--- config.mk ---
export PLATFORM = sky130hd
export DESIGN_NAME = deser_queue_top
export DESIGN_NICKNAME = d
export VERILOG_FILES = /design/src/rtl/deser_queue_pkg.sv /design/src/rtl/byte_fifo.sv /design/src/rtl/deser_queue_top.sv
export SDC_FILE = /design/constraint.sdc
export NUM_CORES = 1
export LEC_CHECK = 0
export ABC_AREA = 1
export BUFFER_PORTS_ARGS = -buffer_cell sky130_fd_sc_hd__buf_2
export CORE_MARGIN = 2
export CORE_UTILIZATION = 30
export DETAILED_ROUTE_END_ITERATION = 10
export PLACE_DENSITY_LB_ADDON = 0.3
export SLEW_MARGIN = 10
export SYNTH_ARGS = -nofsm -noshare
export SYNTH_HDL_FRONTEND = slang
export SYNTH_HIERARCHICAL = 1
export SYNTH_SLANG_ARGS = --single-unit
--- constraint.sdc ---
create_clock -name clock -period 2.04 [get_ports clock]
set_clock_uncertainty 0.1 [all_clocks]
set_input_delay 0.306 -clock clock [delete_from_list [all_inputs] [get_ports clock]]
set_output_delay 0.306 -clock clock [all_outputs]
set_load 0.01 [all_outputs]
--- src/rtl/deser_queue_pkg.sv ---
// Shared widths and types for the serial capture subsystem.
package deser_queue_pkg;

    localparam int unsigned DATA_W = 8;
    localparam int unsigned DEPTH  = 8;
    localparam int unsigned LEN_W  = 4;

    typedef logic [DATA_W-1:0] byte_t;

endpackage

--- src/rtl/byte_fifo.sv ---
// Circular byte queue: push at tail, pop into a held output register at head.
module byte_fifo
    import deser_queue_pkg::*;
#(
    parameter int unsigned N_ENTRIES = DEPTH
) (
    input  logic              clock,
    input  logic              reset,
    input  logic              push,
    input  logic [DATA_W-1:0] push_data,
    input  logic              pop,
    output logic [DATA_W-1:0] data_out,
    output logic [LEN_W-1:0]  count,
    output logic              full
);

    localparam int unsigned PTR_W = (N_ENTRIES > 1) ? $clog2(N_ENTRIES) : 1;

    byte_t            mem [N_ENTRIES];
    logic [PTR_W-1:0] head;
    logic [PTR_W-1:0] tail;
    logic             do_push;
    logic             do_pop;

    // Both decisions use the pre-edge count, so a push and a pop in the
    // same cycle leave the occupancy unchanged and the pop sees the old head.
    assign full    = (count == LEN_W'(N_ENTRIES));
    assign do_push = push && !full;
    assign do_pop  = pop && (count != '0);

    always_ff @(posedge clock) begin
        if (do_push) begin
            mem[tail] <= push_data;
        end
    end

    always_ff @(posedge clock or negedge reset) begin
        if (!reset) begin
            head     <= '0;
            tail     <= '0;
            count    <= '0;
            data_out <= '0;
        end else begin
            if (do_push) begin
                tail <= (tail == PTR_W'(N_ENTRIES - 1)) ? '0 : tail + 1'b1;
            end
            if (do_pop) begin
                data_out <= mem[head];
                head     <= (head == PTR_W'(N_ENTRIES - 1)) ? '0 : head + 1'b1;
            end
            case ({do_push, do_pop})
                2'b10:   count <= count + 1'b1;
                2'b01:   count <= count - 1'b1;
                default: count <= count;
            endcase
        end
    end

endmodule

--- src/rtl/deser_queue_top.sv ---
// MSB-first serial-to-byte deserializer with strobe edge detection,
// feeding an 8-entry byte queue drained by dequeue pulses.
module deser_queue_top
    import deser_queue_pkg::*;
(
    input  logic              clock,
    input  logic              reset,
    input  logic              data_in,
    input  logic              write_in,
    output logic              status_out,
    input  logic              dequeue_in,
    output logic [DATA_W-1:0] data_out,
    output logic [LEN_W-1:0]  len_out
);

    localparam int unsigned CNT_W = $clog2(DATA_W);

    logic              write_prev;
    logic              deq_prev;
    logic              write_ev;
    logic              deq_ev;
    logic [DATA_W-1:0] shift_q;
    logic [DATA_W-1:0] word_q;
    logic [DATA_W-1:0] shift_next;
    logic [CNT_W-1:0]  bit_cnt;
    logic              pending;
    logic              push;
    logic              full;

    // A strobe held high for many cycles yields one event on its rising edge.
    assign write_ev   = write_in && !write_prev;
    assign deq_ev     = dequeue_in && !deq_prev;
    assign shift_next = {shift_q[DATA_W-2:0], data_in};
    assign push       = pending && !full;

    always_ff @(posedge clock or negedge reset) begin
        if (!reset) begin
            write_prev <= 1'b0;
            deq_prev   <= 1'b0;
        end else begin
            write_prev <= write_in;
            deq_prev   <= dequeue_in;
        end
    end

    always_ff @(posedge clock or negedge reset) begin
        if (!reset) begin
            shift_q <= '0;
            word_q  <= '0;
            bit_cnt <= '0;
            pending <= 1'b0;
        end else begin
            if (write_ev && status_out) begin
                shift_q <= shift_next;
                if (bit_cnt == CNT_W'(DATA_W - 1)) begin
                    bit_cnt <= '0;
                    word_q  <= shift_next;
                    pending <= 1'b1;
                end else begin
                    bit_cnt <= bit_cnt + 1'b1;
                end
            end else if (push) begin
                pending <= 1'b0;
            end
        end
    end

    always_ff @(posedge clock or negedge reset) begin
        if (!reset) begin
            status_out <= 1'b0;
        end else begin
            status_out <= !pending && !full;
        end
    end

    byte_fifo #(
        .N_ENTRIES (DEPTH)
    ) u_fifo (
        .clock     (clock),
        .reset     (reset),
        .push      (push),
        .push_data (word_q),
        .pop       (deq_ev),
        .data_out  (data_out),
        .count     (len_out),
        .full      (full)
    );

endmodule

* After elaboration in Yosys (flattened, before gate mapping)
Memory sizes are Yosys's and may differ from the RTL's. A register that Yosys moved wholly into a read port is not among the register bits. Index checks and enable logic that the tools add are counted. Widths: inputs -> output; s select.
Cells by class: add/subtract/negate cells 5, eq/ne operators 7, muxes and demuxes 9, reductions and logical operators 17
Operator list (count):
- $add 3x1->3 const B | 3
- $eq 3x3->1 const B | 3
- $mux 3 | 3
- $pmux 4 s2 | 1
- $logic_and 1x1->1 | 7
- $logic_not 1->1 | 5
- $mux 1 | 5
- $add 4x1->4 const B | 1
- $eq 4x4->1 const B | 1
- $reduce_and 2->1 | 2
- $reduce_bool 2->1 | 2
- $reduce_bool 4->1 | 1
- $sub 4x1->4 const B | 1
- $eq 2x1->1 const B | 1
- $eq 2x2->1 const B | 1
- $ne 2x1->1 const B | 1
Storage, ports and cells: register bits after elaboration 32, RAM bits 64, bits of input ports 5, output and inout port bits 13, logic and storage cells 49, memories kept 1
Memory list:
- u_fifo.mem | words 8, bits a word 8, rd ports 1, clocked after memory_dff 1, wr ports 1, RTL line byte_fifo.sv:19 | byte_t mem [N_ENTRIES];

* Depth between registers and ports, before layout
depth in word-level cells 6, gate-level depth with buffers 14, depth with buffers taken out 14

* Hierarchy
The synthesis kept the hierarchy.
Modules (own cells, without submodules):
- byte_fifo | times used 1, cells an instance 308, area an instance 3519.6 um^2
- deser_queue_top | times used 1, cells an instance 96, area an instance 899.6 um^2

* Worst setup path after synthesis
No wires, ideal clock.
path type flip-flop to flip-flop, start register u_fifo.count[1], end register u_fifo.count[2], setup time 0.129 ns, arrival 1.814 ns, setup slack -0.004 ns, stages on the path, launching flop included 13, period minus slack after synthesis 2.044 ns, path through dfrtp_1 > nor2_2 > nand2_2 > nand2_4 > inv_4 > buf_8 > ha_1 > nor2_1 > nor2_1 > ha_1 > a21oi_1 > xor2_1 > o21ai_0
Between the ends: elaborated cells between the ends (all ways) 12
RTL lines:
- from (decl) | RTL line byte_fifo.sv:13 | output logic [LEN_W-1:0] count,
- from (signal assigned) | RTL line byte_fifo.sv:52 | 2'b10: count <= count + 1'b1;
- from (signal assigned) | RTL line byte_fifo.sv:53 | 2'b01: count <= count - 1'b1;
- from (signal assigned) | RTL line byte_fifo.sv:54 | default: count <= count;
- $reduce_bool 4->1 (*) | RTL line byte_fifo.sv:29 | assign do_pop = pop && (count != '0);
- $logic_and 1x1->1 (*) | RTL line byte_fifo.sv:29
- named net u_fifo.do_pop | RTL line byte_fifo.sv:23 | logic do_pop;
- $eq 2x1->1 or $eq 2x2->1 (tied branches) | RTL line byte_fifo.sv:51 | case ({do_push, do_pop})
- $pmux 4 s2 or $reduce_bool 2->1 (tied branches)
Mark *: on every way through the listed nets, which the timed path passes. The rest lies on a longest branch. A chain may end at the register's enable or synchronous reset.

* Worst setup path in the final report
start register u_fifo.count[2], end memory u_fifo/mem[4][5] in the netlist's numbering, enable pin
Between the ends: cells in the longest elaborated chain, start to end 6
Ends and longest elaborated chain:
- $eq 4x4->1 | RTL line byte_fifo.sv:27 | assign full = (count == LEN_W'(N_ENTRIES));
- named net full | RTL line deser_queue_top.sv:28 | logic full;
- $logic_not 1->1 | RTL line deser_queue_top.sv:34 | assign push = pending && !full;
- $logic_and 1x1->1 | RTL line deser_queue_top.sv:34
- named net push | RTL line deser_queue_top.sv:27 | logic push;
- $logic_and 1x1->1 | RTL line byte_fifo.sv:28 | assign do_push = push && !full;
- $mux 1 | RTL line byte_fifo.sv:32 | if (do_push) begin
- $mux 1 (not written as such) | RTL line byte_fifo.sv:33 | mem[tail] <= push_data;
- to (decl) | RTL line byte_fifo.sv:19
The timed path passes the listed nets, and every way through them passes these cells.

==> impl_metrics.csv <==
group,metric,value,unit
hold_path,hold_path.class,"in -> reg",
global_route,use_met3,0.0321,
critical_path,crit_path_start_kind,"flop",
power,clockPowerShare,0.278,
cts,tritoncts.num_buffers,9,
sta,max_freq,0.522,GHz
layout,nNetsFinal,456,
place,place_congestion,0.766,
drt,route.detailed.drc,0,
floorplanning,ios,18,
critical_path,rr_endpoint,"u_fifo/mem[4][5]",
critical_path,timing.rr.start,"u_fifo/count[2]",
synth,yosysMostFrequentCell,"nor2_1",
synth,ys_types,27,
synth,synth_area_leader_cell,"edfxtp_1",
power,p_seq_frac,0.440,
floorplanning,coreArea,14500,sq um
critical_path,worst_ep_arrival_time,1.87,ns
critical_path,critPathCapture,"u_fifo/mem[4][5]",
synth,synth_common_cells,"nor2_1, nand2_1, edfxtp_1",
cts,htreeDepth,3,
layout,seq_area,2920,sq um
floorplanning,die-area,15700,sq um
power,power_density,1350,nW/um^2
cts,cts_root_buf,"clkbuf_16",
sta,totalNegativeSetupSlack,0,ns
power,comb_power_share,0.281,
sta,rsz0062_at_grt,"yes",
global_route,grt_pass1_wl,14.0,mm
synth,ys.warnings.count,6,
layout,areaGrowthSynthToFinish,16.5,%
job,cap_violations,0,
place,dp_hpwl,5.71,mm
synth,yosysTopAreaCellShare,0.435,
sta,slew_violations,0,
floorplanning,floorplan.initialDensity,0.305,
critical_path,end_kind,"flop",
synth,synth_ff_type,"edfxtp_1",
global_route,overflow,0,
status,outcome,"finished clean",
layout,fin_area,5150,sq um
power,intPower,0.00464,W
critical_path,path_class,"reg -> reg",
drt,first_iter_violations,201,
place,placed_area,4740,sq um
floorplanning,die_y,125,um
synth,synth_area_leaders,"edfxtp_1, dfrtp_1, nor2_1, nand2_1, nand3_1",
floorplanning,core.rowCount,44,
critical_path,r2r_setup_slack,0.13,ns
drt,vias,2804,
layout,fill_cells,1440,
drt,detail-route-antenna-nets,0,
cts,worstSkewPairLatency,0.35,ns
cts,clock_path_buffers,2,
power,p_leak,2.17,nW
synth,synth_edf_count,64,
sta,slew_headroom,0.694,
cts,clock_sinks,104,
critical_path,crit_required,1.99,ns
critical_path,slowest_stage,"dfrtp_1",
power,ir_worst_vdd,0.000454,V
power,power.switching,0.00229,W
layout,final_layout_size_suffix_gt1_frac,0.173,
critical_path,reg2regPathDepth,10,
global_route,busiest_layer,"met2",
layout,fin_cells,630,
cts,cts_tree,"done",
sta,hold_viol_final,0,
drt,vias_per_cell,4.45,
layout,multi_input_area,1290,sq um
critical_path,crit_start,"u_fifo/count[2]",
sta,min_period,1.91,ns
synth,ys_ff_latch,104,
synth,syn_inst,404,
place,portBuffers,17,
critical_path,crit_fanout,8,
global_route,grtUsageMet1,0.146,
sta,finalSetupViolations,0,
synth,ys_seq_area_frac,0.661,
sta,timing.final.crit_share,0.938,
critical_path,max_stage_delay,0.39,ns
drt,drt-total-wl,8.30,mm
layout,n_antenna_cell,0,
synth,syn-cell-area,4420,sq um
global_route,grt_usage,0.115,
global_route,grt_pass1_vias,2784,
global_route,grt_max_degree,35,
synth,syn_nets,419,
drt,wl_per_cell,13.2,um
drt,first_pass_iters,5,
floorplanning,die_x,125,um
sta,worstMarginPinSlew,0.459,ns
power,swShare,0.331,
synth,synth_area_per_cell,10.9,sq um
global_route,antenna_found_initial,0,
critical_path,cp_cell_sequence,"inv_1 -> nand3_2 -> inv_2 -> nor2_1 -> nand2_2 -> buf_4 -> inv_1 -> nand2_1 -> nor2_1 -> buf_4",
place,placedCellCount,611,
cts,clk_pin_slew,0.07,ns
sta,holdWs,0.0168,ns
global_route,grt_use_met2,0.187,
synth,async_flop_share,0.385,
==> worst max-delay path, delay by kind of cell, from the launching register on <==
| kind | cells | cell delay (ns) |
|---|---|---|
| buffers and inverters | 5 | 0.59 |
| flip-flops | 1 | 0.39 |
| AND/OR/NAND/NOR | 5 | 0.54 |
==> metrics by stage <==
step	setup WS [ns]	util	total power [W]
2_1_floorplan	0.0125	-	0.00450
3_3_place_gp	0.109	0.327	0.00495
3_5_place_dp	-0.00858	0.327	0.00500
4_1_cts	0.0307	0.352	0.00697
5_1_grt	-0.0200	0.356	0.00742
6_report	0.126	0.356	0.00692
==> per-layer routing <==
metal	vias to the layer above	wire length, um
li1	1429	-
met1	1325	3910
met2	38	3960
met3	12	270
met4	0	163
met5	-	0
==> layout make-up <==
type,count,share of cell area
Multi-Input combinational cell,263,0.250
Timing Repair Buffer,41,0.0540
Tap cell,184,0.0447
Clock inverter,6,0.0209
Clock buffer,10,0.0445
Sequential cell,104,0.568
Inverter,22,0.0175
==> cells by family (layout without fill, tap and decap cells) <==
group | after synthesis | in the layout | share of synthesized area
compound gates | 45 | 45 | 0.0544
xor+xnor | 3 | 3 | 0.00595
fa+ha+maj | 10 | 10 | 0.0283
buf+inv | 37 | 79 | 0.0552
flops | 104 | 104 | 0.661
simple gates | 205 | 205 | 0.195
==> worst min path at each step <==
stage / start / endpoint / slack, ns / depth (start not counted)
2_1_floorplan: reset / bit_cnt[0] / -0.09 / 0
3_3_place_gp: reset / word_q[0] / 0.16 / 1
3_5_place_dp: reset / word_q[6] / 0.15 / 1
4_1_cts: write_in / write_prev / 0.008 / 1
5_1_grt: write_in / write_prev / 0.007 / 1
6_report: write_in / write_prev / 0.02 / 1
==> layout by cell type (no fill, tap or decap), drive strengths merged <==
master,n
nor2,83
nand2,81
edfxtp,64
o21ai,41
dfrtp,40
nand3,39
buf,39
inv,21
clkbuf,10
ha,10
bufinv,3
a21oi,3
dlygate4sd3,2
clkinvlp,2
clkinv,2
xnor2,2
nand4,1
xor2,1
or2,1
o22ai,1
==> power by group through the flow <==
stage          Sequential (W)  Combinational [W]  Clock (W)
5_1_grt               0.00312            0.00225    0.00206
3_5_place_dp          0.00308            0.00191          0
4_1_cts               0.00305            0.00194    0.00199
6_report              0.00305            0.00195    0.00193
2_1_floorplan         0.00304            0.00146          0
3_3_place_gp          0.00307            0.00188          0
==> what timing repair did <==
action                                 4_1_cts  5_1_grt
pin swaps                                    0        2
endpoints found under the hold margin       16        0
hold buffers                                 2        0
setup endpoints to repair                    1       34
buffers inserted                             0        1
gates resized for setup                      2       10
==> sequential cells by signal, indices dropped and copies added, names as in the netlist <==
signal and count:
u_fifo/mem 64, u_fifo/data_out 8, word_q 8, shift_q 7, u_fifo/count 4, bit_cnt 3, u_fifo/head 3, u_fifo/tail 3
deq_prev 1, pending 1, status_out 1, write_prev 1
Power figures use the tool's default switching activity.
